--- config.mk ---
export PLATFORM = sky130hd
export DESIGN_NAME = midi_note_ctrl
export DESIGN_NICKNAME = d
export VERILOG_FILES = /design/src/rtl/midi_pkg.sv /design/src/rtl/midi_note_ctrl.sv
export SDC_FILE = /design/constraint.sdc
export NUM_CORES = 1
export LEC_CHECK = 0
export ABC_AREA = 1
export CORE_MARGIN = 5
export CORE_UTILIZATION = 57
export CTS_BUF_LIST = sky130_fd_sc_hd__clkbuf_4 sky130_fd_sc_hd__clkbuf_8
export DETAILED_ROUTE_END_ITERATION = 6
export GPL_TIMING_DRIVEN = 0
export PLACE_DENSITY = 0.82
export SYNTH_ARGS = -nofsm -noshare
export SYNTH_HDL_FRONTEND = slang
export SYNTH_SLANG_ARGS = --single-unit
--- constraint.sdc ---
create_clock -name clk_i -period 2.21 [get_ports clk_i]
set_input_delay 0.442 -clock clk_i [delete_from_list [all_inputs] [get_ports clk_i]]
set_output_delay 0.442 -clock clk_i [all_outputs]
set_load 0.01 [all_outputs]
--- src/rtl/midi_pkg.sv ---
// Shared MIDI parsing definitions: status type codes, byte-class thresholds
// and the parser state encoding.
package midi_pkg;

    localparam logic [3:0] NOTE_OFF = 4'h8;
    localparam logic [3:0] NOTE_ON  = 4'h9;
    localparam logic [3:0] PROG_CHG = 4'hC;
    localparam logic [3:0] CH_PRESS = 4'hD;

    // Bytes at or above these values are system common / real-time.
    localparam logic [7:0] SYS_COMMON_MIN = 8'hF0;
    localparam logic [7:0] REALTIME_MIN   = 8'hF8;

    typedef enum logic [1:0] {
        IDLE  = 2'd0,
        DATA1 = 2'd1,
        DATA2 = 2'd2
    } midi_state_e;

    function automatic logic is_one_data_type(input logic [3:0] status);
        return (status == PROG_CHG) || (status == CH_PRESS);
    endfunction

endpackage

--- src/rtl/midi_note_ctrl.sv ---
// Monophonic MIDI Note-On/Note-Off parser with running status driving the
// oscillator note, gate and phase-reset inputs.
module midi_note_ctrl
    import midi_pkg::*;
#(
    parameter logic [3:0] CHANNEL    = 4'd0,
    parameter logic [7:0] RESET_NOTE = 8'd69
) (
    input  logic       clk_i,
    input  logic       nrst_i,
    input  logic [7:0] rxData_i,
    input  logic       rxValid_i,
    output logic [7:0] note_o,
    output logic       gate_o,
    output logic       nrstPhase_o
);

    // Input capture stage: a byte sampled on one edge acts on the next edge.
    logic [7:0]  byte_reg;
    logic        valid_reg;

    midi_state_e state_reg, state_next;
    logic [3:0]  status_reg, status_next;
    logic        ch_match_reg, ch_match_next;
    logic [6:0]  data1_reg, data1_next;
    logic [7:0]  note_reg, note_next;
    logic        gate_reg, gate_next;
    logic        phase_reg, phase_next;

    logic        msg_done;
    logic [6:0]  msg_key;
    logic [6:0]  msg_vel;

    always_ff @(posedge clk_i or negedge nrst_i) begin
        if (!nrst_i) begin
            byte_reg     <= 8'h00;
            valid_reg    <= 1'b0;
            state_reg    <= IDLE;
            status_reg   <= 4'h0;
            ch_match_reg <= 1'b0;
            data1_reg    <= 7'h00;
            note_reg     <= RESET_NOTE;
            gate_reg     <= 1'b0;
            phase_reg    <= 1'b0;
        end else begin
            byte_reg     <= rxData_i;
            valid_reg    <= rxValid_i;
            state_reg    <= state_next;
            status_reg   <= status_next;
            ch_match_reg <= ch_match_next;
            data1_reg    <= data1_next;
            note_reg     <= note_next;
            gate_reg     <= gate_next;
            phase_reg    <= phase_next;
        end
    end

    // Framing: decide the next parser state and whether a message completes.
    always_comb begin
        state_next    = state_reg;
        status_next   = status_reg;
        ch_match_next = ch_match_reg;
        data1_next    = data1_reg;
        msg_done      = 1'b0;
        msg_key       = data1_reg;
        msg_vel       = byte_reg[6:0];

        if (valid_reg) begin
            if (byte_reg >= REALTIME_MIN) begin
                state_next = state_reg;
            end else if (byte_reg >= SYS_COMMON_MIN) begin
                state_next = IDLE;
            end else if (byte_reg[7]) begin
                status_next   = byte_reg[7:4];
                ch_match_next = (byte_reg[3:0] == CHANNEL);
                state_next    = DATA1;
            end else begin
                case (state_reg)
                    DATA1: begin
                        if (is_one_data_type(status_reg)) begin
                            msg_done = 1'b1;
                            msg_key  = byte_reg[6:0];
                        end else begin
                            data1_next = byte_reg[6:0];
                            state_next = DATA2;
                        end
                    end
                    DATA2: begin
                        msg_done   = 1'b1;
                        state_next = DATA1;
                    end
                    default: state_next = IDLE;
                endcase
            end
        end
    end

    always_comb begin
        note_next  = note_reg;
        gate_next  = gate_reg;
        phase_next = 1'b0;

        if (msg_done && ch_match_reg) begin
            if (status_reg == NOTE_ON && msg_vel != 7'd0) begin
                note_next  = {1'b0, msg_key};
                gate_next  = 1'b1;
                phase_next = 1'b1;
            end else if (status_reg == NOTE_OFF || status_reg == NOTE_ON) begin
                // Only releasing the sounding note closes the gate.
                if (gate_reg && ({1'b0, msg_key} == note_reg))
                    gate_next = 1'b0;
            end
        end
    end

    assign note_o      = note_reg;
    assign gate_o      = gate_reg;
    assign nrstPhase_o = phase_reg;

endmodule

==> Yosys cells after proc, flatten, opt, wreduce, memory -nomap -nowiden <==
Cells that the tools add are included.
{ "classes": {"order_cmp": 2, "n_eq_ne": 8, "n_mux": 21, "bitwise": 4, "reduce_logical": 14} }
{ "op_table": {"columns": ["cell", "n"], "rows": [
  ["two-way mux 7 bit", 6],
  ["equality test 4 bit (second input constant)", 4],
  [">= comparator 8 bit (second input constant)", 2],
  ["two-way mux 1 bit", 10],
  ["equality test 7 bit", 1],
  ["nonzero test 7 bit", 1],
  ["two-way mux 2 bit", 3],
  ["AND reduction 3 bit", 2],
  ["AND reduction 6 bit", 1],
  ["zero test 4 bit", 1],
  ["!= test 4 bit (second input constant)", 1],
  ["NOT 1 bit", 4],
  ["one-hot mux 2 bit (2 select lines)", 1],
  ["AND reduction 4 bit", 1],
  ["nonzero test 2 bit", 2],
  ["logical AND 1 bit", 3],
  ["equality test 2 x 1 -> 1 bit (second input constant)", 1],
  ["equality test 2 bit (second input constant)", 1],
  ["logical OR 1 bit", 2],
  ["one-hot mux 1 bit (2 select lines)", 1],
  ["AND reduction 2 bit", 1]
]} }
{ "totals": {"reg_bits": 32, "input_bits": 11, "out_inout_bits": 10} }

==> Logic depth before layout (Yosys ltp) <==
Gate-level depths: netlist (run 1).
{ "logic_depth": {"word_depth": 13, "depth_mapped": 15, "depth_no_buf": 14} }

==> Worst setup path after synthesis (run 1) <==
No wires, ideal clock.
{ "synth_path": {"path_type": "reg2reg", "startpoint": "register state_reg[1]", "endpoint": "register gate_reg, in the netlist gate_o", "setup_ns": 0.119, "arrival_time_ns": 1.486, "required_ns": 2.091, "path_slack_ns": 0.605, "path_stages_with_launch": 15, "n_path_buf": 1, "synth_period_minus_slack_ns": 1.605, "path_cell_list": "dfrtp_1 -> inv_1 -> ha_1 -> nand2_2 -> nor2_8 -> buf_8 -> nand3_4 -> nand3_1 -> nand2_1 -> clkinv_1 -> nand2_1 -> nor2_1 -> nand2_1 -> nand2_1 -> nand2_1"} }
{ "synth_between": {"elab_chain_cells": 10, "word_cells_on_any_way": 17, "classes_between": "3 x eq/ne; 10 x mux; 4 x reduce/logical"} }
{ "synth_lines": {"columns": ["item", "line", "source"], "rows": [
  ["start, declared", "midi_note_ctrl.sv:22", "midi_state_e state_reg, state_next;"],
  ["start signal, assigned", "midi_note_ctrl.sv:48", "state_reg <= state_next;"],
  ["equality test 2 x 1 -> 1 bit", "midi_note_ctrl.sv:78", "case (state_reg)"],
  ["two-way mux 7 bit", "midi_note_ctrl.sv:78", null],
  ["two-way mux 7 bit", "midi_note_ctrl.sv:73", "end else if (byte_reg[7]) begin"],
  ["two-way mux 7 bit", "midi_note_ctrl.sv:71", "end else if (byte_reg >= SYS_COMMON_MIN) begin"],
  ["two-way mux 7 bit", "midi_note_ctrl.sv:69", "if (byte_reg >= REALTIME_MIN) begin"],
  ["two-way mux 7 bit", "midi_note_ctrl.sv:68", "if (valid_reg) begin"],
  ["equality test 7 bit", "midi_note_ctrl.sv:110", "if (gate_reg && ({1'b0, msg_key} == note_reg))"],
  ["logical AND 1 bit", "midi_note_ctrl.sv:110", null],
  ["nonzero test 2 bit (no source line)", null, null],
  ["AND reduction 3 bit (no source line) *", null, null],
  ["end signal, assigned", "midi_note_ctrl.sv:53", "gate_reg <= gate_next;"],
  ["end, declared", "midi_note_ctrl.sv:27", "logic gate_reg, gate_next;"]
]} }
Every way passes the cells marked *; elsewhere a longest branch is shown, timed or not.
A chain may end at the register's enable or synchronous reset.

==> Worst setup path after layout (run 1) <==
{ "layout_path": {"startpoint": "register note_reg[6], in the netlist note_o[6]", "endpoint": "output note_o[6]"} }
{ "layout_lines": {"columns": ["item", "line", "source"], "rows": [
  ["start, declared", "midi_note_ctrl.sv:26", "logic [7:0] note_reg, note_next;"],
  ["start signal, assigned", "midi_note_ctrl.sv:52", "note_reg <= note_next;"],
  ["end, declared", "midi_note_ctrl.sv:13", "output logic [7:0] note_o,"]
]} }
No word-level cell between the ends.

==> results_dict.tcl, run 1 <==
set metrics [dict create \
    outcome "finished clean" \
    clk_pin_slew_ns 0.11 \
    syn_area_mm2 0.00162 \
    first_pass_iters 4 \
    period_share_pct 84.8 \
    antenna_found_initial 0 \
    crit_path_max_fanout 4 \
    hold_viol 0 \
    io_pins 21 \
    start_util_pct 59.3 \
    grt.total_usage_pct 17.8 \
    maxCapViolations 0 \
    cts_tree "yes" \
    setup-violations-final 0 \
    crit_path_end_kind "output port" \
    htree_levels 2 \
    grt_max_degree 33 \
    dieArea_mm2 0.00401 \
    cts-root-buf "clkbuf_4" \
    synthCells 195 \
    finalSetupTns_ns 0 \
    ys_seq_area_share_pct 49.6 \
    rows 19 \
    largest_reg_flops 8 \
    gp_congestion 0.861 \
    yosysUniqueCellTypes 26 \
    route.detailed.drc 0 \
    seq_power_share_pct 48.2 \
    drive_gt1_share_pct 15.3 \
    cp-start-kind "flop" \
    fmax_mhz 533 \
    overflow 0 \
    finalClockSkew_ns 0.0170 \
    cpPeakStageDelay_ns 0.57 \
    cts_buffers 5 \
    clock_path_buffers 2 \
    p_sw_share_pct 29.5 \
    crit_slowest_cell "dfstp_2" \
    via_count 1299 \
    hpwl_um 2320 \
    slew_headroom_pct 54.4 \
    syn_nets 208 \
    async_flop_share_pct 100 \
    synth-seq-cells 32 \
    synth_commonest_cells "nand2_1 (47), inv_1 (32), dfrtp_1 (29), nand3_1 (29), o21ai_0 (13)" \
    crit_chain "clkdlybuf4s50_1" \
    final_core_util_pct 70.4 \
    fp.dieW_um 63.3 \
    nets 234 \
    antenna_cells 0 \
    p_switching_mw 0.432 \
    vias_per_cell 5.13 \
    holdBufCountCts 0 \
    crit_type "reg2out" \
    drtIter0Drc 76 \
    synthToLayoutAreaGrowth_pct 18.8 \
    synth_area_leaders "dfrtp_1 (45%), nand2_1 (11%), nand3_1 (9.0%)" \
    worstPathArrival_ns 1.43 \
    max-vdd-ir-drop_mv 0.712 \
    ys_dominant_reg_cell "dfrtp_1" \
    critPathBufInv 1 \
    grt_pass1_vias 1308 \
    finalMaxSlewViolations 0 \
    rsz0062_at_grt "false" \
    cts.sinks 32 \
    yosysTopAreaCell "dfrtp_1" \
    worstMarginPinSlew_ns 0.684 \
    netlist.area_leader.share_pct 44.8 \
    cp_data_required_time_ns 1.77 \
    p_per_area_mw_per_mm2 759 \
    synth_edf_count 0 \
    p_int_mw 1.03 \
    coreArea_mm2 0.00273 \
    wire_per_inst_um 12.1 \
    wirelength_um 3070 \
    cp_top_family "flip-flops" \
    yosysMostFrequentCell "nand2_1" \
    postCtsSetupBuffers 0 \
    die_y_um 63.3 \
    fin_crit_ns 1.88 \
    cts-resized-gates 0 \
    min_path_type "in2async" \
    p_clk_share_pct 30.4 \
    p_leak_nw 0.951 \
    antenna_left 0 \
    worstSkewPairLatency_ns 0.33 \
    avgSynthCellArea_um2 8.32 \
    yosysWarnings 0 \
    grt_first_pass_wirelength_um 5650 \
    pwr-share-comb_pct 21.4 \
    io_buffer_count 19 \
]
## through the flow
step           cells  area (µm²)  power (mW)  hold WS (ns)  setup WS (ns)
2_1_floorplan    195        1620       0.941         0.146          0.605
3_5_place_dp     245        1850        1.03         0.470          0.123
4_1_cts          253        1930        1.47         0.498          0.319
5_1_grt          253        1930        1.57         0.167          0.192
6_report         253        1930        1.46         0.133          0.335
3_3_place_gp     245        1850        1.01         0.455          0.147
## routing by layer
metal / GRT usage (%) / routed length (µm)
met1: 20.6 / 1320
met2: 28.8 / 1480
met3: 4.97 / 183
met4: 10.6 / 88
met5: 0 / 0
## cell usage in the layout (no fill, tap or decap)
master and instances:
nand2_1 47, inv_1 32, nand3_1 29, dfrtp_1 29, clkdlybuf4s50_1 18, o21ai_0 13
o21ai_1 8, clkbuf_4 6, nor2_1 5, nand3_2 4, nand2_2 3, buf_2 3
dfstp_2 3, inv_2 2, nor2_2 2, buf_4 2, nand2_4 2, ha_1 2
nor3_2 1, nand4_1 1, o21a_1 1, nor2_8 1, buf_6 1, buf_8 1
nand3_4 1, clkinv_1 1, a21oi_1 1, conb_1 1, bufinv_16 1, clkinv_2 1
## layout make-up
| type | instances | area [µm²] |
|---|---|---|
| Buffer | 6 | 51.3 |
| Clock buffer | 6 | 45.0 |
| Clock inverter | 2 | 35.0 |
| Fill cell | 214 | 808 |
| Inverter | 35 | 131 |
| Multi-Input combinational cell | 122 | 634 |
| Sequential cell | 32 | 805 |
| Tap cell | 31 | 38.8 |
| Timing Repair Buffer | 19 | 185 |
## power groups by stage
stage	sequential [mW]	clock [mW]	combinational, mW
finish	0.705	0.445	0.312
global route	0.714	0.489	0.366
CTS	0.705	0.456	0.313
detailed placement	0.716	0	0.311
global placement	0.712	0	0.300
floorplan	0.705	0	0.236
## kinds of logic after synthesis
kind of cell | after synthesis | share of synthesized area (%)
buf+inv | 41 | 11.3
compound gates | 23 | 7.25
flops | 32 | 49.6
other cells | 1 | 0.231
simple gates | 96 | 30.1
fa+ha+maj | 2 | 1.54
## path summary, 6_finish.rpt
kind | start | end | slack (ns) | depth (start not counted)
max | note_o[6] | note_o[6] | 0.33 | 1
min | nrst_i | note_o[1] | 0.13 | 1
max reg2reg | state_reg[1] | gate_o | 0.39 | 14
min reg2reg | data1_reg[6] | data1_reg[6] | 0.50 | 2
max in group asynchronous | nrst_i | data1_reg[4] | 1.61 | 1
min in group clk_i | data1_reg[6] | data1_reg[6] | 0.50 | 2
No activity file was read; power rests on OpenSTA's default activity.
==> run 2, diff against run 1 <==
CORE_UTILIZATION = 51   (was 57)
PLACE_DENSITY = 0.77   (was 0.82)
clock period = 1.66 ns   (was 2.21 ns; I/O delays follow)
==> run 2 against run 1 <==
  * The run now ends with negative setup slack left
  * Sequential share of layout area down 3.4 points
  * Largest cell class unchanged
  * Global-route usage shrank 1.7 points
  * Utilization decreased by 1.8 points
==> results_dict.tcl, run 2 (same netlist as run 1, synthesis figures left out) <==
set metrics [dict create \
    die_y_um 66.4 \
    io_buffer_count 19 \
    crit_type "reg2reg" \
    drtIter0Drc 64 \
    dpl_cell_area_mm2 0.00186 \
    grt_max_degree 33 \
    p_sw_share_pct 30.8 \
    maxCapViolations 0 \
    fp.dieW_um 66.4 \
    cts_buffers 5 \
    period_share_pct 102 \
    layout_common_cells "nand2_1 (45), dfrtp_1 (29), inv_1 (28), nand3_1 (24), clkdlybuf4s50_1 (15)" \
    hpwl_um 2220 \
    largest_reg_flops 8 \
    p_per_area_mw_per_mm2 911 \
    pwr-share-comb_pct 25.3 \
    max-vdd-ir-drop_mv 0.534 \
    start_util_pct 53.1 \
    crit_path_end_kind "flop" \
    reg2reg_depth 14 \
    holdWs_ns 0.0262 \
    rsz0062_at_grt "true" \
    finalClockSkew_ns 0.0103 \
    p_switching_mw 0.589 \
    rows 20 \
    reg2reg_to "gate_o" \
    cts-root-buf "clkbuf_4" \
    antenna_found_initial 0 \
    finalMaxSlewViolations 0 \
    wirelength_um 3250 \
    drive_gt1_share_pct 25.8 \
    hold_viol 0 \
    route.detailed.drc 0 \
    p_clk_share_pct 25.4 \
    violations "negative setup slack" \
    cts.sinks 32 \
    p_leak_nw 1.02 \
    final_common_cell "nand2_1" \
    dieArea_mm2 0.00441 \
    wire_per_inst_um 11.9 \
    synthToLayoutAreaGrowth_pct 29.2 \
    via_count 1353 \
    grt.total_usage_pct 16.1 \
    crit_path_max_fanout 5 \
    htree_levels 2 \
    setup-violations-final 2 \
    first_pass_iters 4 \
    worstPathArrival_ns 1.93 \
    slew_headroom_pct 54.7 \
    vias_per_cell 4.96 \
    cts_tree "yes" \
    worstSkewPairLatency_ns 0.33 \
    multiInputGateArea_um2 719 \
    seqCellArea_um2 805 \
    final_core_util_pct 68.6 \
    gp_congestion 0.851 \
    outcome "finished with violations" \
    seq_power_share_pct 49.3 \
    fill_cells 264 \
    grt_pass1_vias 1224 \
    ff2ff_setup_slack_ns -0.03 \
    fmax_mhz 593 \
    p_int_mw 1.32 \
    cp-start-kind "flop" \
    clk_pin_slew_ns 0.10 \
    fin_crit_ns 1.69 \
    io_pins 21 \
    coreArea_mm2 0.00305 \
    cp_data_required_time_ns 1.90 \
    antenna_cells 0 \
    nets 241 \
    grt_first_pass_wirelength_um 5280 \
    finalSetupTns_ns -0.0519 \
    worstMarginPinSlew_ns 0.680 \
    min_path_type "in2async" \
    fin_area_mm2 0.00210 \
    antenna_left 0 \
    post-place-ws_ns -0.113 \
    r2r_start "state_reg[1]" \
    overflow 0 \
    final.setup.worst_slack_ns -0.0274 \
    holdBufCountCts 0 \
    clock_path_buffers 2 \
]
-- run 2: worst max-delay path, cell delays in order, from the launching register on --
cell and delay (ns):
dfrtp_1 0.40, inv_2 0.08, ha_4 0.16, nand2_4 0.07, nor2_8 0.17, buf_4 0.15
nand3_1 0.08, nand2_1 0.10, nand2_1 0.05, nand2_1 0.06, nand2_2 0.06, nor2_2 0.07
nand2_1 0.05, nand2_1 0.05, nand2_1 0.04
-- run 2: repair_timing --
| action | in CTS | in global routing |
|---|---|---|
| pin swaps | 3 | 12 |
| gates cloned | 0 | 2 |
| setup buffers | 1 | 5 |
| setup endpoints to repair | 12 | 16 |
| resized for setup | 4 | 34 |
-- run 2: per-layer routing --
layer	vias up	wire length (µm)	share of wire, %	GRT usage (%)
met1	630	1410	43	19.3
met5	-	0	0	0
met4	0	68	2.1	8.38
met3	7	179	5.5	4.59
li1	680	-	-	-
met2	36	1590	49	26.0
-- run 2: final cells by class --
class | instances | area share, %
buffer | 5 | 2.39
clock buffer | 8 | 3.16
inverter | 35 | 6.51
multi-input combinational | 122 | 34.3
sequential | 32 | 38.4
tap | 44 | 2.63
timing repair buffer | 26 | 12.4
timing repair inverter | 1 | 0.239
-- run 2: power groups by stage --
stage | clock, mW | sequential (mW) | combinational (mW)
final | 0.485 | 0.941 | 0.483
after global routing | 0.546 | 0.955 | 0.555
after CTS | 0.503 | 0.936 | 0.413
after detailed placement | 0 | 0.950 | 0.410
after global placement | 0 | 0.950 | 0.404
after floorplan | 0 | 0.938 | 0.314
-- run 2: worst max path at each step --
| stage | start | endpoint | slack, ns |
|---|---|---|---|
| floorplan | state_reg[1] | gate_o | 0.06 |
| global placement | nrst_i | valid_reg | -0.39 |
| detailed placement | state_reg[1] | gate_o | -0.11 |
| CTS | state_reg[1] | gate_o | -0.07 |
| global route | state_reg[1] | gate_o | -0.17 |
| finish | state_reg[1] | gate_o | -0.03 |
-- run 2: through the flow --
stage / cells / total power, mW
final: 273 / 1.91
after global routing: 273 / 2.06
after CTS: 266 / 1.85
after detailed placement: 258 / 1.36
after global placement: 258 / 1.35
after floorplan: 195 / 1.25
